### src/rtl/multiplier_datapath_if.sv
// Command and result bundle between the shift-add multiplier controller and its datapath.
// The controller drives commands and the operand; the datapath returns registers A, B, X and M.
interface multiplier_datapath_if;
    logic       Clr_Ld;
    logic       ClearA;
    logic       Add;
    logic       Sub;
    logic       Shift;
    logic [7:0] S;
    logic [7:0] Aval;
    logic [7:0] Bval;
    logic       X;
    logic       M;

    modport master (
        output Clr_Ld, ClearA, Add, Sub, Shift, S,
        input  Aval, Bval, X, M
    );

    modport slave (
        input  Clr_Ld, ClearA, Add, Sub, Shift, S,
        output Aval, Bval, X, M
    );
endinterface

### src/rtl/multiplier_datapath.sv
// Accumulator/multiplier register datapath for the 8-bit signed shift-add multiplier.
// Holds {X,A,B}; executes one controller command per Clk edge with fixed priority.
module multiplier_datapath (
    input  logic                  Clk,
    input  logic                  Reset,
    multiplier_datapath_if.slave  bus
);

    logic [7:0] a_reg;
    logic [7:0] b_reg;
    logic       x_reg;
    logic [8:0] operand9;
    logic [8:0] sum9;

    // Subtraction reuses the adder: invert the sign-extended operand and inject carry-in.
    // NOTE: every always_comb output is assigned on all paths, so no latch is inferred.
    always_comb begin
        operand9 = {bus.S[7], bus.S};
        if (bus.Sub) begin
            operand9 = ~{bus.S[7], bus.S};
        end
        sum9 = {a_reg[7], a_reg} + operand9 + {8'b0, bus.Sub};
    end

    // NOTE: non-blocking assignments so the shift sees pre-edge A, B and X together.
    always_ff @(posedge Clk) begin
        if (Reset) begin
            a_reg <= 8'h00;
            b_reg <= 8'h00;
            x_reg <= 1'b0;
        end else if (bus.Clr_Ld || bus.ClearA) begin
            if (bus.ClearA) begin
                a_reg <= 8'h00;
                x_reg <= 1'b0;
            end
            if (bus.Clr_Ld) begin
                b_reg <= bus.S;
            end
        end else if (bus.Sub || bus.Add) begin
            a_reg <= sum9[7:0];
            x_reg <= sum9[8];
        end else if (bus.Shift) begin
            a_reg <= {x_reg, a_reg[7:1]};
            b_reg <= {a_reg[0], b_reg[7:1]};
        end
    end

    assign bus.Aval = a_reg;
    assign bus.Bval = b_reg;
    assign bus.X    = x_reg;
    assign bus.M    = b_reg[0];

endmodule

### src/flat_wrapper.sv
// flat-port wrapper written by rule: the top's interface ports become plain ports
module multiplier_datapath_flat 
  (Clk, Reset, bus_Clr_Ld, bus_ClearA, bus_Add, bus_Sub, bus_Shift, bus_S, bus_Aval, bus_Bval, bus_X, bus_M);
  multiplier_datapath_if bus_i ();
  input  logic Clk;
  input  logic Reset;
  input wire logic [$bits(bus_i.Clr_Ld)-1:0] bus_Clr_Ld;
  input wire logic [$bits(bus_i.ClearA)-1:0] bus_ClearA;
  input wire logic [$bits(bus_i.Add)-1:0] bus_Add;
  input wire logic [$bits(bus_i.Sub)-1:0] bus_Sub;
  input wire logic [$bits(bus_i.Shift)-1:0] bus_Shift;
  input wire logic [$bits(bus_i.S)-1:0] bus_S;
  output wire logic [$bits(bus_i.Aval)-1:0] bus_Aval;
  output wire logic [$bits(bus_i.Bval)-1:0] bus_Bval;
  output wire logic [$bits(bus_i.X)-1:0] bus_X;
  output wire logic [$bits(bus_i.M)-1:0] bus_M;
  assign bus_i.Clr_Ld = bus_Clr_Ld;
  assign bus_i.ClearA = bus_ClearA;
  assign bus_i.Add = bus_Add;
  assign bus_i.Sub = bus_Sub;
  assign bus_i.Shift = bus_Shift;
  assign bus_i.S = bus_S;
  assign bus_Aval = bus_i.Aval;
  assign bus_Bval = bus_i.Bval;
  assign bus_X = bus_i.X;
  assign bus_M = bus_i.M;
  multiplier_datapath u_core (.Clk(Clk), .Reset(Reset), .bus(bus_i));
endmodule
### config.mk
export PLATFORM = sky130hd
export DESIGN_NAME = multiplier_datapath_flat
export DESIGN_NICKNAME = d
export VERILOG_FILES = /design/src/rtl/multiplier_datapath_if.sv /design/src/rtl/multiplier_datapath.sv /design/src/flat_wrapper.sv
export SDC_FILE = /design/constraint.sdc
export NUM_CORES = 1
export LEC_CHECK = 0
export BUFFER_PORTS_ARGS = -buffer_cell sky130_fd_sc_hd__buf_2
export CORE_MARGIN = 2
export CORE_UTILIZATION = 49
export DETAILED_ROUTE_END_ITERATION = 16
export GPL_TIMING_DRIVEN = 0
export PLACE_DENSITY = 0.73
export REMOVE_ABC_BUFFERS = 1
export SLEW_MARGIN = 20
export SYNTH_ARGS = -nofsm -noshare
export SYNTH_HDL_FRONTEND = slang
export SYNTH_SLANG_ARGS = --single-unit
### constraint.sdc
create_clock -name Clk -period 2.9 [get_ports Clk]
set_input_delay 0.435 -clock Clk [delete_from_list [all_inputs] [get_ports Clk]]
set_output_delay 0.435 -clock Clk [all_outputs]
set_load 0.02 [all_outputs]
==> results of run 1 <==
per-stage QoR:
step	cell area [um^2]	utilization
2_1_floorplan	1226	-
3_3_place_gp	1424	0.5747
3_5_place_dp	1424	0.5747
4_1_cts	1450	0.5854
5_1_grt	1450	0.5854
6_report	1450	0.5854
cells by family after synthesis:
group / share of synthesized area
and+or+nand+nor: 0.2080
AOI/OAI and AO/OA: 0.2964
DFF: 0.2643
buffers and inverters: 0.05636
xor gates and xnor gates: 0.07484
adders and majority gates: 0.08357
muxes: 0.01652
metal layers:
layer	GRT usage	routed length (um)	up-vias
met1	0.2805	1437	642
met2	0.3861	1611	71
met3	0.02108	286	8
li1	-	-	664
met4	0.08362	51	0
met5	0	0	-
worst max-delay path, cell delays in order, from the launching register on:
cell	delay, ns
dfxtp_1	0.37
mux2i_1	0.34
inv_1	0.12
fa_1	0.42
a21o_1	0.23
a2111oi_0	0.45
nor3_1	0.11
o31ai_1	0.30
power groups by stage:
stage	registers [uW]	clock network [uW]	logic, uW
after floorplan	284	0	119
after global placement	266	0	199
after detailed placement	267	0	205
after CTS	261	137	206
after global routing	264	141	229
final	261	130	208
cell usage after synthesis (2+ instances only):
library cell,instances,area share
o21ai_0,14,0.054
a31o_2,2,0.014
o31ai_1,2,0.012
xnor2_1,2,0.014
a21oi_1,7,0.027
nor3_1,5,0.019
xor2_1,9,0.061
nor2_1,14,0.041
a21o_1,3,0.017
a311oi_1,8,0.054
nand4_1,3,0.015
inv_1,3,0.0087
o211ai_1,2,0.012
buf_4,2,0.012
nand3_1,2,0.0078
dfxtp_1,17,0.26
ha_1,7,0.068
clkbuf_1,8,0.023
or3_1,2,0.0097
a22oi_1,3,0.017
nand2_1,23,0.067
cell type report:
type                       instances  area (um^2)
fill                             239         1027
multi-input combinational        132        874.6
sequential                        17        340.3
timing repair buffer              32        160.2
tap                               30        37.54
clock buffer                       4        26.28
inverter                           3        11.26
path summary, 6_finish.rpt:
check / cells after the start / from / endpoint
max: 7 / u_core.bus.Aval[0] / u_core.bus.Aval[4]
min: 3 / bus_S[4] / u_core.bus.Bval[4]
max reg2reg: 7 / u_core.bus.Aval[0] / u_core.bus.Aval[4]
min reg2reg: 2 / u_core.bus.Bval[7] / u_core.bus.Bval[6]
flip-flops by register name (all words and copies together) (netlist names):
signal	count
u_core.bus.Aval	8
u_core.bus.Bval	8
u_core.bus.X	1
==> metrics.yaml, run 1 <==
placed_design:
  gp_congestion: 0.8565
  dpl.hpwl_um: 2543
  place.detailed.instances: 214
  port_buffers: 32
  dp_worst_setup_slack_ns: 0.2308
cts:
  path_clk_slew_ns: 0.10
  post_cts.repair.setup_buffers: 0
  cts_made_buffers: 3
  post_cts.resized_instances: 0
  postCtsHoldBufs: 0
  htreeDepth: 1
  clk_root_buffer_cell: "clkbuf_4"
  clkLatencyLatePin_ns: 0.29
  clock-sinks: 17
  cts_tree: "built"
  cts_max_path_buffers: 2
synthesis:
  synth.avg_cell_area_um2: 7.851
  yosysWarningCount: 0
  synth_area_um2: 1287
  synth.ff_latch_count: 17
  synth_cells: 164
  synth_sequential_area_ratio: 0.2643
  synth_enable_flop_cells: 0
  synth-async-reset-ratio: 0
  ys.flop_type: "dfxtp_1"
  yosysUniqueCellTypes: 47
sta:
  report.final.slew_viol_count: 0
  rsz0062_at_grt: "false"
  setup_viol: 0
  setup_tns_ns: 0
  fin_ws_ns: 0.4559
  finalClockSkew_ns: 0.001415
  max_freq_mhz: 409.2
  relSlewSlack: 0.4721
  fin_hold_ws_ns: 0.4431
  post-route-period-util: 0.8428
  actual_transition_at_the_worst_max_transition_pin_ns: 0.7889
  finalHoldViolations: 0
  period_minus_slack_ns: 2.444
outcome:
  status: "finished, final reports clean"
detailed_routing:
  route.vias.total: 1385
  post-route-drc-count: 0
  wire_per_inst_um: 15.53
  antenna_violating_nets_post_route: 0
  drt-initial-drc-count: 76
  drt-pass1-iter-count: 5
  wirelength_um: 3386
  drt-vias-per-instance: 6.353
final_layout:
  num_antenna_cells: 0
  layout.cells.most_common_list: "buf_2, nand2_1, dfxtp_1, nor2_1, o21ai_0"
  layout-area-overhead-vs-synth_pct: 12.63
  instances_no_fill: 218
  layout-drive-gt1-share: 0.2287
  nets: 212
  layout_commonest_cell: "buf_2"
pwr:
  power.share.switching: 0.3632
  powerDensity_nw_per_um2: 413.4
  cellLeakagePower_uw: 0.0006289
  combinationalPowerShare: 0.348
  internal-power_uw: 381.8
  share_seq_of_total_power: 0.436
  max-vdd-ir-drop_mv: 0.2327
  post-layout-total-power_uw: 599.5
  total_switching_power_uw: 217.7
  p_clk_frac: 0.217
die:
  io_pins: 33
  dieHeight_um: 55.26
  die_area_um2: 3054
  initial_utilization: 0.5197
  design.core.area_um2: 2477
  dieWidth_um: 55.26
  fp-row-count: 18
grt:
  grt_pass1_wl_um: 5637
  number_of_antenna_violations_at_the_first_check_in_global_routing: 0
  total_overflow_reported_by_the_global_router: 0
  grtUsageTotal: 0.2214
  first_global_vias: 1295
  grt_max_degree: 19
worst_hold_path:
  worst_hold_path_type: "in2reg"
worst_setup_path:
  timing_worst_setup_path_type: "reg2reg"
  cp.required_ns: 3.08
  worst-path-max-fanout: 5
  r2r_setup_slack_ns: 0.46
  timing.critical_path.arrival_ns: 2.63
  critical_path.startpoint_type: "flip-flop"
  setup.worst_path.end_class: "flip-flop"
run:
  max-cap-violations: 0
(Power assumes the default switching activity.)
==> run 2: changes to the inputs <==
- CORE_UTILIZATION: 49 -> 47
- clock period: 2.9 -> 2 ns (I/O delays scaled with it)
==> run 2 against run 1 <==
Critical path depth fell by 2. Largest cell class unchanged. Clock skew rose by 0.0062 ns. Sequential share of layout area fell by 1.7 points. Sequential cell count did not move. Critical path type unchanged. Core utilization rose by 4.1 points. Setup slack got worse by 0.41 ns. Total power rose by 55%. Clock-buffer cell count fell by 1. Maximum frequency rose by 25%.
==> metrics.yaml, run 2 (synthesis gave the netlist of run 1 again) <==
worst_setup_path:
  setup.worst_path.end_class: "flip-flop"  # unchanged
  max_stage_delay_ns: 0.36  # was 0.45 ns
  cp.required_ns: 2.21  # was 3.08 ns
  crit_path_cell_trace: "ha_2, a211o_1, a2111o_1, mux2_2, a32o_1"  # was mux2i_1, inv_1, fa_1, a21o_1, a2111oi_0, nor3_1, o31ai_1
  slowest_stage: "a2111o_1"  # was a2111oi_0
  worst-path-max-fanout: 8  # was 5
  critical_path.startpoint_type: "flip-flop"  # unchanged
  timing.critical_path.arrival_ns: 2.16  # was 2.63 ns
  timing_worst_setup_path_type: "reg2reg"  # unchanged
die:
  dieWidth_um: 56.34  # was 55.26 um
  die_area_um2: 3174  # was 3054 um^2
  initial_utilization: 0.5059  # was 0.5197
  design.core.area_um2: 2545  # was 2477 um^2
  dieHeight_um: 56.34  # was 55.26 um
  fp-row-count: 18  # unchanged
  io_pins: 33  # unchanged
detailed_routing:
  antenna_violating_nets_post_route: 0  # unchanged
  post-route-drc-count: 0  # unchanged
  drt-pass1-iter-count: 4  # was 5
  route.vias.total: 1363  # was 1385
  wire_per_inst_um: 15.71  # was 15.53 um
  drt-vias-per-instance: 6.112  # was 6.353
  wirelength_um: 3503  # was 3386 um
  drt-initial-drc-count: 75  # was 76
final_layout:
  layout_commonest_cell: "buf_2"  # unchanged
  num_antenna_cells: 0  # unchanged
  instances_no_fill: 223  # was 218
  filler_cell_count: 228  # was 239
  layout.cells.most_common_list: "buf_2, nand2_1, nor2_1, dfxtp_1, o21ai_0"  # was buf_2, nand2_1, dfxtp_1, nor2_1, o21ai_0
  layout-area-overhead-vs-synth_pct: 23.71  # was 12.63%
  nets: 217  # was 212
  layout-drive-gt1-share: 0.3316  # was 0.2287
pwr:
  cellLeakagePower_uw: 0.0006619  # was 0.0006289 uW
  powerDensity_nw_per_um2: 583.1  # was 413.4 nW/um^2
  post-layout-total-power_uw: 928.8  # was 599.5 uW
  max-vdd-ir-drop_mv: 0.4405  # was 0.2327 mV
sta:
  relSlewSlack: 0.4673  # was 0.4721
  max_freq_mhz: 511.8  # was 409.2 MHz
  report.final.slew_viol_count: 0  # unchanged
  post-route-period-util: 0.9770  # was 0.8428
  actual_transition_at_the_worst_max_transition_pin_ns: 0.7961  # was 0.7889 ns
  fin_hold_ws_ns: 0.3001  # was 0.4431 ns
  finalClockSkew_ns: 0.007608  # was 0.001415 ns
  period_minus_slack_ns: 1.954  # was 2.444 ns
  setup_viol: 0  # unchanged
  finalHoldViolations: 0  # unchanged
cts:
  clock-sinks: 17  # unchanged
  htreeDepth: 1  # unchanged
  cts_max_path_buffers: 2  # unchanged
  cts_tree: "built"  # unchanged
  cts_made_buffers: 3  # unchanged
  path_clk_slew_ns: 0.12  # was 0.10 ns
  clkLatencyLatePin_ns: 0.30  # was 0.29 ns
  clk_root_buffer_cell: "clkbuf_4"  # unchanged
run:
  max-cap-violations: 0  # unchanged
grt:
  number_of_antenna_violations_at_the_first_check_in_global_routing: 0  # unchanged
  grt_max_degree: 19  # unchanged
  total_overflow_reported_by_the_global_router: 0  # unchanged
  grtUsageTotal: 0.2231  # was 0.2214
  first_global_vias: 1183  # was 1295
  grt_pass1_wl_um: 5589  # was 5637 um
placed_design:
  place.detailed.instances: 214  # unchanged
  gp_congestion: 0.8648  # was 0.8565
  port_buffers: 32  # unchanged
  dpl.hpwl_um: 2485  # was 2543 um
outcome:
  status: "finished, final reports clean"  # unchanged
worst_hold_path:
  worst_hold_path_type: "in2reg"  # unchanged
==> run 2: final cells by class <==
type | count | area, um^2 | share of cell area
Multi-Input combinational cell | 132 | 962.2 | 0.6041
Sequential cell | 17 | 346.6 | 0.2176
Timing Repair Buffer | 37 | 207.7 | 0.1304
Tap cell | 30 | 37.54 | 0.02357
Clock buffer | 3 | 22.52 | 0.01414
Inverter | 3 | 11.26 | 0.007070
Clock inverter | 1 | 5.005 | 0.003142
==> run 2: worst max-delay path: cells and delay by family, from the launching register on <==
family	cells	cell delay, ns
multiplexers	1	0.26
adder cells (fa/ha/maj)	1	0.34
flip-flops	1	0.35
AO/OA/AOI/OAI	3	0.91
==> run 2: worst paths after layout <==
path | start | cells after the start | endpoint | slack, ns
setup reg to reg | u_core.bus.Aval[4] | 5 | u_core.bus.Aval[7] | 0.05
hold / removal | bus_S[3] | 3 | u_core.bus.Bval[3] | 0.30
setup / recovery | u_core.bus.Aval[4] | 5 | u_core.bus.Aval[7] | 0.05
hold reg to reg | u_core.bus.Bval[7] | 2 | u_core.bus.Bval[6] | 0.50
==> run 2: what timing repair did <==
action | CTS | global route
pin swaps | 5 | 5
setup endpoints to repair | 4 | 4
hold buffers | 0 | 0
resized for setup | 12 | 12
setup buffers | 4 | 1
hold endpoints to repair | 0 | 0
==> run 2: routing by layer <==
metal  GRT usage  part of all wire  vias to the layer above
met2      0.3496              0.47                       55
li1            -                 -                      675
met4     0.08163             0.025                        0
met5           0                 0                        -
met1      0.3135              0.44                      624
met3     0.02765             0.061                        9
==> run 2: power breakdown <==
group	switching (uW)	internal, uW	total [uW]
sequential	18.4	359	378
combinational	206	146	351
clock	125	74.5	200
==> run 2: through the flow <==
step | cell area, um^2 | setup slack, ns | TNS, ns | utilization
after floorplan | 1226 | -0.1040 | -0.1516 | -
after global placement | 1424 | -0.5310 | -1.328 | 0.5595
after detailed placement | 1424 | -0.5441 | -1.440 | 0.5595
after CTS | 1516 | 0.0004914 | 0 | 0.5959
after global routing | 1593 | -0.01697 | -0.01697 | 0.6259
final | 1593 | 0.04603 | 0 | 0.6259
